File: src/rtl/grs_shift_pkg.sv
// Shared types and helpers for the GRS multi-step shifter.
// Covers FSM state encoding, direction codes, the GRS bundle and count clamping.
package grs_shift_pkg;

  typedef enum logic [1:0] {
    IDLE  = 2'd0,
    SHIFT = 2'd1,
    DONE  = 2'd2
  } state_t;

  localparam logic DIR_RIGHT = 1'b0;
  localparam logic DIR_LEFT  = 1'b1;

  typedef struct packed {
    logic guard;
    logic round;
    logic sticky;
  } grs_t;

  // Beyond width+3 right shifts every data bit has already reached sticky.
  function automatic int unsigned clamp_count(input int unsigned cnt, input int unsigned width);
    return (cnt > width + 3) ? width + 3 : cnt;
  endfunction

endpackage

File: src/rtl/grs_step_unit.sv
// One combinational shift step of up to k bits over {result, guard, round}.
// Sticky absorbs every bit that falls below the round position on right shifts.
module grs_step_unit
  import grs_shift_pkg::*;
#(
  parameter int WIDTH = 24,
  parameter int CNT_W = 8
) (
  input  logic [WIDTH-1:0] cur_result,
  input  grs_t             cur_grs,
  input  logic [CNT_W-1:0] k,
  input  logic             dir,
  output logic [WIDTH-1:0] nxt_result,
  output grs_t             nxt_grs
);

  localparam int EXT_W = WIDTH + 2;

  logic [EXT_W-1:0] ext;
  logic [EXT_W-1:0] ext_sh;
  logic [EXT_W-1:0] lost_mask;

  assign ext       = {cur_result, cur_grs.guard, cur_grs.round};
  assign lost_mask = ~({EXT_W{1'b1}} << k);

  always_comb begin
    ext_sh  = ext;
    nxt_grs = cur_grs;
    if (dir == DIR_LEFT) begin
      ext_sh = ext << k;
    end else begin
      ext_sh         = ext >> k;
      nxt_grs.sticky = cur_grs.sticky | (|(ext & lost_mask));
    end
    nxt_result    = ext_sh[EXT_W-1:2];
    nxt_grs.guard = ext_sh[1];
    nxt_grs.round = ext_sh[0];
  end

endmodule

File: src/rtl/grs_multistep_shifter.sv
// Counted mantissa shifter moving up to STEP bits per clock with guard/round/sticky.
// Count is clamped on load; Done pulses for one cycle after the final shift.
module grs_multistep_shifter
  import grs_shift_pkg::*;
#(
  parameter int WIDTH = 24,
  parameter int CNT_W = 8,
  parameter int STEP  = 1
) (
  input  logic             Clk,
  input  logic             Clear,
  input  logic             Load,
  input  logic [WIDTH-1:0] Data,
  input  logic [CNT_W-1:0] Count,
  input  logic             Direction,
  input  logic             Guard_in,
  input  logic             Round_in,
  input  logic             Sticky_in,
  output logic [WIDTH-1:0] Result,
  output logic             guard,
  output logic             round,
  output logic             sticky,
  output logic             shift_enable,
  output logic             Done
);

  localparam logic [CNT_W-1:0] STEP_C = CNT_W'(STEP);

  state_t           state;
  state_t           state_nxt;
  logic [WIDTH-1:0] result_q;
  grs_t             grs_q;
  logic [CNT_W-1:0] rem;
  logic [CNT_W-1:0] rem_load;
  logic [CNT_W-1:0] rem_nxt;
  logic [CNT_W-1:0] k;
  logic             dir_q;
  logic [WIDTH-1:0] step_result;
  grs_t             step_grs;

  assign rem_load = CNT_W'(clamp_count(32'(Count), WIDTH));
  assign k        = (rem < STEP_C) ? rem : STEP_C;
  assign rem_nxt  = rem - k;

  grs_step_unit #(
    .WIDTH(WIDTH),
    .CNT_W(CNT_W)
  ) u_step (
    .cur_result(result_q),
    .cur_grs   (grs_q),
    .k         (k),
    .dir       (dir_q),
    .nxt_result(step_result),
    .nxt_grs   (step_grs)
  );

  always_ff @(posedge Clk) begin
    if (Clear) state <= IDLE;
    else       state <= state_nxt;
  end

  always_comb begin
    state_nxt = state;
    case (state)
      IDLE:    if (Load) state_nxt = (rem_load == '0) ? DONE : SHIFT;
      SHIFT:   if (rem_nxt == '0) state_nxt = DONE;
      DONE:    state_nxt = IDLE;
      default: state_nxt = IDLE;
    endcase
  end

  always_comb begin
    shift_enable = (state == SHIFT);
    Done         = (state == DONE);
  end

  // Operands are captured at load so later input changes cannot disturb the shift.
  always_ff @(posedge Clk) begin
    if (Clear) begin
      result_q <= '0;
      grs_q    <= '0;
      rem      <= '0;
      dir_q    <= DIR_RIGHT;
    end else begin
      case (state)
        IDLE: if (Load) begin
          result_q <= Data;
          grs_q    <= {Guard_in, Round_in, Sticky_in};
          dir_q    <= Direction;
          rem      <= rem_load;
        end
        SHIFT: begin
          result_q <= step_result;
          grs_q    <= step_grs;
          rem      <= rem_nxt;
        end
        default: ;
      endcase
    end
  end

  assign Result = result_q;
  assign guard  = grs_q.guard;
  assign round  = grs_q.round;
  assign sticky = grs_q.sticky;

endmodule

File: config.mk
export PLATFORM = sky130hd
export DESIGN_NAME = grs_multistep_shifter
export DESIGN_NICKNAME = d
export VERILOG_FILES = /design/src/rtl/grs_shift_pkg.sv /design/src/rtl/grs_step_unit.sv /design/src/rtl/grs_multistep_shifter.sv
export SDC_FILE = /design/constraint.sdc
export NUM_CORES = 1
export LEC_CHECK = 0
export CAP_MARGIN = 20
export CORE_ASPECT_RATIO = 1.1
export CORE_MARGIN = 2
export CORE_UTILIZATION = 50
export DETAILED_ROUTE_END_ITERATION = 10
export GPL_TIMING_DRIVEN = 0
export PLACE_DENSITY_LB_ADDON = 0.2
export SKIP_LAST_GASP = 1
export SLEW_MARGIN = 20
export SYNTH_ARGS = -nofsm -noshare
export SYNTH_HDL_FRONTEND = slang
export SYNTH_HIERARCHICAL = 1
export SYNTH_SLANG_ARGS = --single-unit
File: constraint.sdc
create_clock -name Clk -period 2.74 [get_ports Clk]
set_clock_uncertainty 0.1 [all_clocks]
set_input_delay 0.411 -clock Clk [delete_from_list [all_inputs] [get_ports Clk]]
set_output_delay 0.411 -clock Clk [all_outputs]
set_load 0.01 [all_outputs]
# [Word level (Yosys, flattened, before mapping)]
# Index checks and enable logic that the tools add are counted.
[totals] inputBits=39 register_bits=38 elab_cells=44 output_inout_bits=29
[classes] n_reduce_logical=9 n_eq_ne=5 n_bitwise=3 n_shift=3 magnitude_cmp=2 mux=14 add_sub_neg=1
[op_table] op="24-bit case mux with 2 select lines" count=1
[op_table] op="26-bit AND" count=1
[op_table] op="26-bit 2-to-1 mux" count=1
[op_table] op="26-bit NOT" count=1
[op_table] op="26-bit OR reduction" count=1
[op_table] op="26-bit by 8-bit left shift with 26-bit output" count=1
[op_table] op="26-bit by 8-bit left shift with 26-bit output, first input constant" count=1
[op_table] op="26-bit by 8-bit >> shifter with 26-bit output" count=1
[op_table] op="24-bit 2-to-1 mux" count=1
[op_table] op="8-bit 2-to-1 mux" count=3
[op_table] op="8-bit zero test" count=2
[op_table] op="8-bit case mux with 2 select lines" count=1
[op_table] op="8-bit by 5-bit > comparator with 1-bit output, second input constant" count=1
[op_table] op="8-bit by 1-bit < comparator with 1-bit output, second input constant" count=1
[op_table] op="8-bit subtractor" count=1
[op_table] op="2-bit 2-to-1 mux" count=3
[op_table] op="3-bit case mux with 2 select lines" count=1
[op_table] op="2-bit AND reduction" count=3
[op_table] op="2-bit inequality test, second input constant" count=2
[op_table] op="2-bit case mux with 2 select lines" count=1
[op_table] op="3-bit 2-to-1 mux" count=1
[op_table] op="3-bit AND reduction" count=1
[op_table] op="2-bit by 1-bit == test with 1-bit output, second input constant" count=1
[op_table] op="2-bit == test, second input constant" count=1
[op_table] op="other kinds (5)" count=5

# [Logic depth before layout (Yosys ltp)]
# Gate-level depths: netlist of the first run.
[logic_depth] ltp_word=9 ltp_mapped=14 ltp_nobuf=9

# [Cells and area by module]
# The synthesis of the first run kept the hierarchy.
[by_module_without_submodules] module="grs_step_unit" instances=1 cells_each=448 seq_area_each_um2=0.0 area_per_inst_um2=3604.7
[by_module_without_submodules] module="grs_multistep_shifter" instances=1 cells_each=238 seq_area_each_um2=760.7 area_per_inst_um2=1875.5

# [Least setup slack after synthesis of the first run]
# Ideal clock, no wire load.
[synth_path] path_kind="reg2reg" startpoint="reg rem[4]" endpoint="reg result_q[10], in the netlist Result[10]" period_less_slack_ns=2.770 setup_ns=0.091 required_time_ns=2.549 t_arrival_ns=2.579 n_path_buf=2 stages_incl_launch_ff=12 slack_ns=-0.030 path_cell_list="dfxtp_1 > buf_4 > nor4_2 > nand2_1 > buf_6 > mux4_2 > nor2_1 > or3_1 > mux4_2 > nor2_1 > nand2_1 > a311oi_1"
[synth_between] elab_chain_len=5 elab_cells_between_ends=6 classes_between="order compare: 1; shift: 2; mux: 3"
[synth_rtl] item="start, declared" line="grs_multistep_shifter.sv:33" rtl="logic [CNT_W-1:0] rem;"
[synth_rtl] item="start signal, assigned" line="grs_multistep_shifter.sv:90" rtl="rem <= rem_load;"
[synth_rtl] item="start signal, assigned" line="grs_multistep_shifter.sv:95" rtl="rem <= rem_nxt;"
[synth_rtl] item="8-bit by 1-bit < comparator with 1-bit output *" line="grs_multistep_shifter.sv:42" rtl="assign k = (rem < STEP_C) ? rem : STEP_C;"
[synth_rtl] item="8-bit 2-to-1 mux *" line="grs_multistep_shifter.sv:42"
[synth_rtl] item="via k[0]" line="grs_multistep_shifter.sv:36" rtl="logic [CNT_W-1:0] k;"
[synth_rtl] item="26-bit by 8-bit >> shifter with 26-bit output / 26-bit by 8-bit left shift with 26-bit output (equally long branches)" line="grs_step_unit.sv:32, grs_step_unit.sv:30"
[synth_rtl] item="26-bit 2-to-1 mux *" line="grs_step_unit.sv:29" rtl="if (dir == DIR_LEFT) begin"
[synth_rtl] item="via step_result[10]" line="grs_multistep_shifter.sv:38" rtl="logic [WIDTH-1:0] step_result;"
[synth_rtl] item="24-bit case mux with 2 select lines *" line="grs_multistep_shifter.sv:85" rtl="case (state)"
[synth_rtl] item="end signal, assigned" line="grs_multistep_shifter.sv:87" rtl="result_q <= Data;"
[synth_rtl] item="end signal, assigned" line="grs_multistep_shifter.sv:93" rtl="result_q <= step_result;"
[synth_rtl] item="end, declared" line="grs_multistep_shifter.sv:31" rtl="logic [WIDTH-1:0] result_q;"
# The timed path passes the listed nets; every way through them passes the cells marked *.
# A chain may end at the register's enable or synchronous reset.

# [Final worst setup path of the first run]
[layout_path] startpoint="reg rem[1]" endpoint="reg result_q[19], in the netlist Result[19]"
# The elaborated chain is that of the path after synthesis.

==> reports/metrics.yaml, run 1 <==
cp.required_ps: 2780
clkSinkCount: 38
critPathTopFamily: "compound AO/OA/AOI/OAI gates"
core_sq_um: 10800
h-tree-depth: 2
worst_pin_slew_ps: 1160
root_buffer: "clkbuf_16"
drive_gt1_share_pct: 29.1
place_ws_ps: -502
ys_types: 87
final_util_pct: 69.5
final.min_clock_period_ps: 3090
timing.rr.start: "rem[1]$_SDFFE_PP0P_"
setup_violations: 26
area_growth_pct: 37.2
rsz0062_at_grt: "yes"
detail-route-antenna-nets: 0
avgSynthCellArea_sq_um: 7.99
ys_ff_latch: 38
grt_pass1_vias: 6932
ys_seq_area_share_pct: 13.9
synth_flop_cell: "dfxtp_1"
arrival_ps: 3120
die-area_sq_um: 11800
drc: 0
outcome: "finished, violations left"
hold_viol_final: 0
rows: 40
drt-total-wl_um: 28400
gp_congestion: 1.12
first_pass_iters: 6
ir_drop_uv: 503
track_usage_pct: 46.7
hold-worst-slack_ps: 424
path_buf_inv: 5
grt_overflow_total: 0
max_freq_mhz: 324
drtIter0Drc: 1010
critPathMaxStageDelay_ps: 440
grt_max_degree: 13
grt_pass1_wl_um: 41800
hp-start: "Result[8]$_SDFFE_PP0P_"
fill_cells: 852
worst_hold_path_type: "reg -> reg"
num_io_pins: 68
avgViaCountPerCell: 7.41
synthesis.area_sq_um: 5480
antenna_found_initial: 0
clockBufferDepth: 2
cap_violations: 0
timing.critical_path.from: "rem[1]$_SDFFE_PP0P_"
post-route-period-util_pct: 113
cts_tree: "done"
dp_hpwl_um: 18700
postLayoutSetupSlackWorst_ps: -349
p_leak_nw: 2.79
cp_cell_sequence: "buf_6 > nor4_4 > nand2_2 > buf_8 > buf_12 > buf_8 > buf_12 > mux4_2 > nand2b_4 > o211ai_1 > a21oi_1 > o21a_1 > nand2_2 > a311oi_2"
die_y_um: 114
fin_nets: 873
clock_latency_ps: 290
maxSlewViolCount: 0
cts_made_buffers: 5
yosys_warnings: 6
route.vias.total: 7272
start_util_pct: 50.7
end_kind: "flip-flop"
fp.dieW_um: 104
cp_max_fo: 5
portBuffers: 66
avgRoutedWirePerCell_um: 29.0
synthesis.instances: 686
synth-edff-count: 0
relSlewSlack_pct: 22.1
power_density_nw_per_um2: 489
crit_slowest_cell: "mux4_2"
diodes: 0
clkSlewWorstSetupHoldPaths_ps: 60
violations: "setup timing"
synth-async-reset-ratio_pct: 0
cp-start-kind: "flip-flop"
critical_path_class: "reg -> reg"
## cells in the mapped netlist (7+ instances only)
cell type,number,area [sq um]
a311oi_1,31,272
o21ai_0,26,130
mux4_2,35,788
o211ai_1,9,67.6
a31oi_1,8,50.1
or3_1,8,50.1
a211oi_1,14,105
mux2i_1,39,390
nor3_1,21,105
buf_2,17,85.1
nor2_1,90,338
o21a_1,9,67.6
nand2_1,75,282
o31ai_1,11,82.6
o22ai_1,10,62.6
mux2_2,8,90.1
nand2b_1,8,50.1
mux4_1,7,184
a21oi_1,37,185
dfxtp_1,38,761
clkbuf_1,41,154
nand3_1,12,60.1
## per-layer routing
layer	vias up	wire length (um)	global-route usage, %
met1	3377	9810	56.6
met2	765	11900	69.3
met3	213	4310	15.3
met4	0	2440	35.0
li1	2917	-	-
met5	-	0	0
## worst reg2reg max path, stage by stage (launching register included)
cell      delay [ps]
dfxtp_2          320
buf_6            120
nor4_4           290
nand2_2          110
buf_8            170
buf_12           140
buf_8            120
buf_12           120
mux4_2           440
nand2b_4         150
o211ai_1         250
a21oi_1          140
o21a_1           250
nand2_2          120
a311oi_2         100
## cell type report
class	count	area, sq um	area share [%]
Timing Repair Buffer	120	1150	15.3
Sequential cell	38	763	10.2
Clock inverter	2	12.5	0.166
Multi-Input combinational cell	580	4740	63.0
Clock buffer	6	139	1.85
Buffer	79	494	6.57
Inverter	9	33.8	0.449
Tap cell	147	184	2.45
## state kept, by name, indices dropped and copies added, names as in the netlist
name / count
rem: 8
round: 1
sticky: 1
guard: 1
dir_q: 1
state: 2
Result: 24
## timing repair
action,CTS,global route
endpoints found under the setup margin,27,27
hold buffers,0,0
setup buffers,29,24
resized for setup,71,58
cloned,1,0
pin swaps,56,62
## worst paths after layout
path	to	slack, ps	cells after the start
worst max register to register	Result[19]$_SDFFE_PP0P_	-350	14
worst max-delay path	Result[19]$_SDFFE_PP0P_	-350	14
worst min register to register	Result[8]$_SDFFE_PP0P_	420	2
worst min-delay path	Result[8]$_SDFFE_PP0P_	420	2
## cell families after synthesis
logic type                 share of synthesized area [%]
other                                             0.0684
xor gates and xnor gates                           0.320
DFF                                                 13.9
adders and majority gates                          0.411
muxes                                               26.5
and+or+nand+nor                                     22.3
AOI/OAI and AO/OA                                   27.4
buffers and inverters                               9.18
## cell usage in the layout (no fill, tap or decap), drive strengths merged, types with 6 or more instances in the layout
master         synthesis  routed
a2111oi                6       6
a211oi                14      14
a21oi                 37      37
a311oi                32      32
a31oi                  8       8
buf                   37      90
clkbuf                43      49
clkdlybuf4s50          0      66
conb                   1      22
dfxtp                 38      38
inv                    7       7
mux2                   8       8
mux2i                 39      39
mux4                  42      42
nand2                 75      75
nand2b                 8       8
nand3                 12      12
nor2                  91      91
nor2b                  6       6
nor3                  22      22
nor4                   7       7
o211ai                 9       9
o21a                   9       9
o21ai                 29      29
o22ai                 12      12
o31ai                 11      11
or3                   10      10
## through the flow
step	cells	area [sq um]	TNS (ps)	total power [mW]
finish	981	7520	-4310	3.68
global route	981	7520	-6490	3.76
CTS	958	7100	-2880	3.28
detailed placement	920	6410	-6560	2.40
global placement	920	6410	-5130	2.38
floorplan	707	5570	0	1.89
## where the power goes
part	switching (mW)	leakage [nW]	internal [mW]
clock network	0.238	0.0729	0.360
registers	0.195	0.315	0.619
logic	1.16	2.40	1.11
Note: power is estimated with default switching activity, not from simulation.
==> inputs of run 2 (changes only) <==
Clock period 2.74 ns to 2.5 ns, I/O delays scaled along.
==> run 2 against run 1 <==
Net effect:
- the run still ends with setup timing left
- critical path type unchanged
- power up 7.3%
- setup slack worse by 120 ps
- critical path depth down 3
- largest power group unchanged
- largest cell class unchanged
- sequential power up 8.5%
==> reports/metrics.yaml, run 2 (same netlist as run 1, synthesis figures left out) <==
grt_pass1_wl_um: 39500
arrival_ps: 3070
final_cell_area_sq_um: 7590
holdPathEnd: "rem[7]$_SDFFE_PP0P_"
timing.rr.start: "rem[0]$_SDFFE_PP0P_"
cap_violations: 0
p_total_mw: 3.95
track_usage_pct: 43.5
setup_violations: 27
outcome: "finished, violations left"
post-route-period-util_pct: 119
postLayoutSetupSlackWorst_ps: -466
drive_gt1_share_pct: 31.8
gp_congestion: 1.06
placed_cell_area_sq_um: 6430
setup-tns-final_ps: -8470
r2r_slack_ps: -470
clkSlewWorstSetupHoldPaths_ps: 60
p_leak_nw: 2.81
r2r-end: "Result[10]$_SDFFE_PP0P_"
area_growth_pct: 38.5
clockBufferDepth: 2
hp-start: "rem[7]$_SDFFE_PP0P_"
avgViaCountPerCell: 7.28
largest_reg_flops: 24
cp_cell_sequence: "nor4_4 > nand2_2 > buf_8 > buf_12 > mux4_2 > nor2_2 > or3_4 > mux4_2 > nor2_2 > nand2_1 > a311oi_1"
rsz0062_at_grt: "yes"
grt_max_degree: 13
grt_pass1_vias: 6904
grt_overflow_total: 0
layout_commonest_cell: "nor2_1"
r2r_cells: 11
violations: "setup timing"
start_util_pct: 50.7
h-tree-depth: 2
portBuffers: 66
hold_viol_final: 0
clkSinkCount: 38
cp-start-kind: "flip-flop"
final_cell_mix: "nor2_1, nand2_1, clkdlybuf4s50_1"
num_io_pins: 68
avgRoutedWirePerCell_um: 26.8
core_sq_um: 10800
fin_cells: 989
cts_tree: "done"
detail-route-antenna-nets: 0
relSlewSlack_pct: 32.3
end_kind: "flip-flop"
die_y_um: 114
final_util_pct: 70.2
drc: 0
cp_max_fo: 6
root_buffer: "clkbuf_16"
cp.required_ps: 2600
ir_drop_uv: 388
final.min_clock_period_ps: 2970
crit_slowest_cell: "mux4_2"
worst_hold_path_type: "reg -> reg"
die-area_sq_um: 11800
diodes: 0
rows: 40
antenna_found_initial: 0
fin_nets: 881
clock_latency_ps: 290
critical_path_class: "reg -> reg"
maxSlewViolCount: 0
min_path_cells: 1
post-place-cells: 920
worst_pin_slew_ps: 1010
max_freq_mhz: 337
power_density_nw_per_um2: 520
critPathMaxStageDelay_ps: 500
dp_hpwl_um: 18300
first_pass_iters: 6
cts_made_buffers: 5
route.vias.total: 7195
drt-total-wl_um: 26500
fp.dieW_um: 104
drtIter0Drc: 1209
## run 2: report_power, final
part	internal [mW]	switching, mW	total [mW]
registers	0.681	0.201	0.882
clock network	0.395	0.263	0.658
logic	1.18	1.22	2.41
## run 2: final cells by class
class	count	area [sq um]
multi-input combinational	580	4750
timing repair buffer	130	1220
clock inverter	2	12.5
buffer	77	473
inverter	9	37.5
tap	147	184
sequential	38	773
fill	922	3220
clock buffer	6	139
## run 2: worst max path at each step
| stage | start | to | slack, ps | depth (start not counted) |
|---|---|---|---|---|
| after global routing | rem[0]$_SDFFE_PP0P_ | Result[10]$_SDFFE_PP0P_ | -570 | 11 |
| after floorplan | rem[1]$_SDFFE_PP0P_ | Result[11]$_SDFFE_PP0P_ | -100 | 13 |
| after CTS | rem[1]$_SDFFE_PP0P_ | Result[10]$_SDFFE_PP0P_ | -400 | 12 |
| after global placement | rem[5]$_SDFFE_PP0P_ | Result[11]$_SDFFE_PP0P_ | -630 | 12 |
| after detailed placement | rem[5]$_SDFFE_PP0P_ | Result[11]$_SDFFE_PP0P_ | -670 | 12 |
| final | rem[0]$_SDFFE_PP0P_ | Result[10]$_SDFFE_PP0P_ | -470 | 11 |
## run 2: layer usage
layer,part of all wire (%),wire (um),vias up,track usage (%)
met5,0,0,-,0
met4,9.7,2570,0,32.9
met3,14,3760,246,13.1
met2,42,11200,724,66.5
met1,34,8920,3293,51.6
li1,-,-,2932,-
## run 2: stage by stage
step / setup WS, ps / hold WS, ps
after floorplan: -98.7 / 379
after global placement: -628 / 393
after detailed placement: -668 / 400
after CTS: -396 / 408
after global routing: -568 / 421
final: -466 / 406
## run 2: repair_timing
action                     CTS  global route
hold buffers                 0             0
pin swaps                   67            50
setup buffers               48            16
gates resized for setup     84            53
setup endpoints to repair   27            28
cloned                       0             0
## run 2: critical path, delay by kind of cell (launching register included)
family / cells / cell delay (ps)
and+or+nand+nor: 6 / 1050
muxes: 2 / 840
DFF: 1 / 360
buffers and inverters: 2 / 300
AOI/OAI and AO/OA: 1 / 230
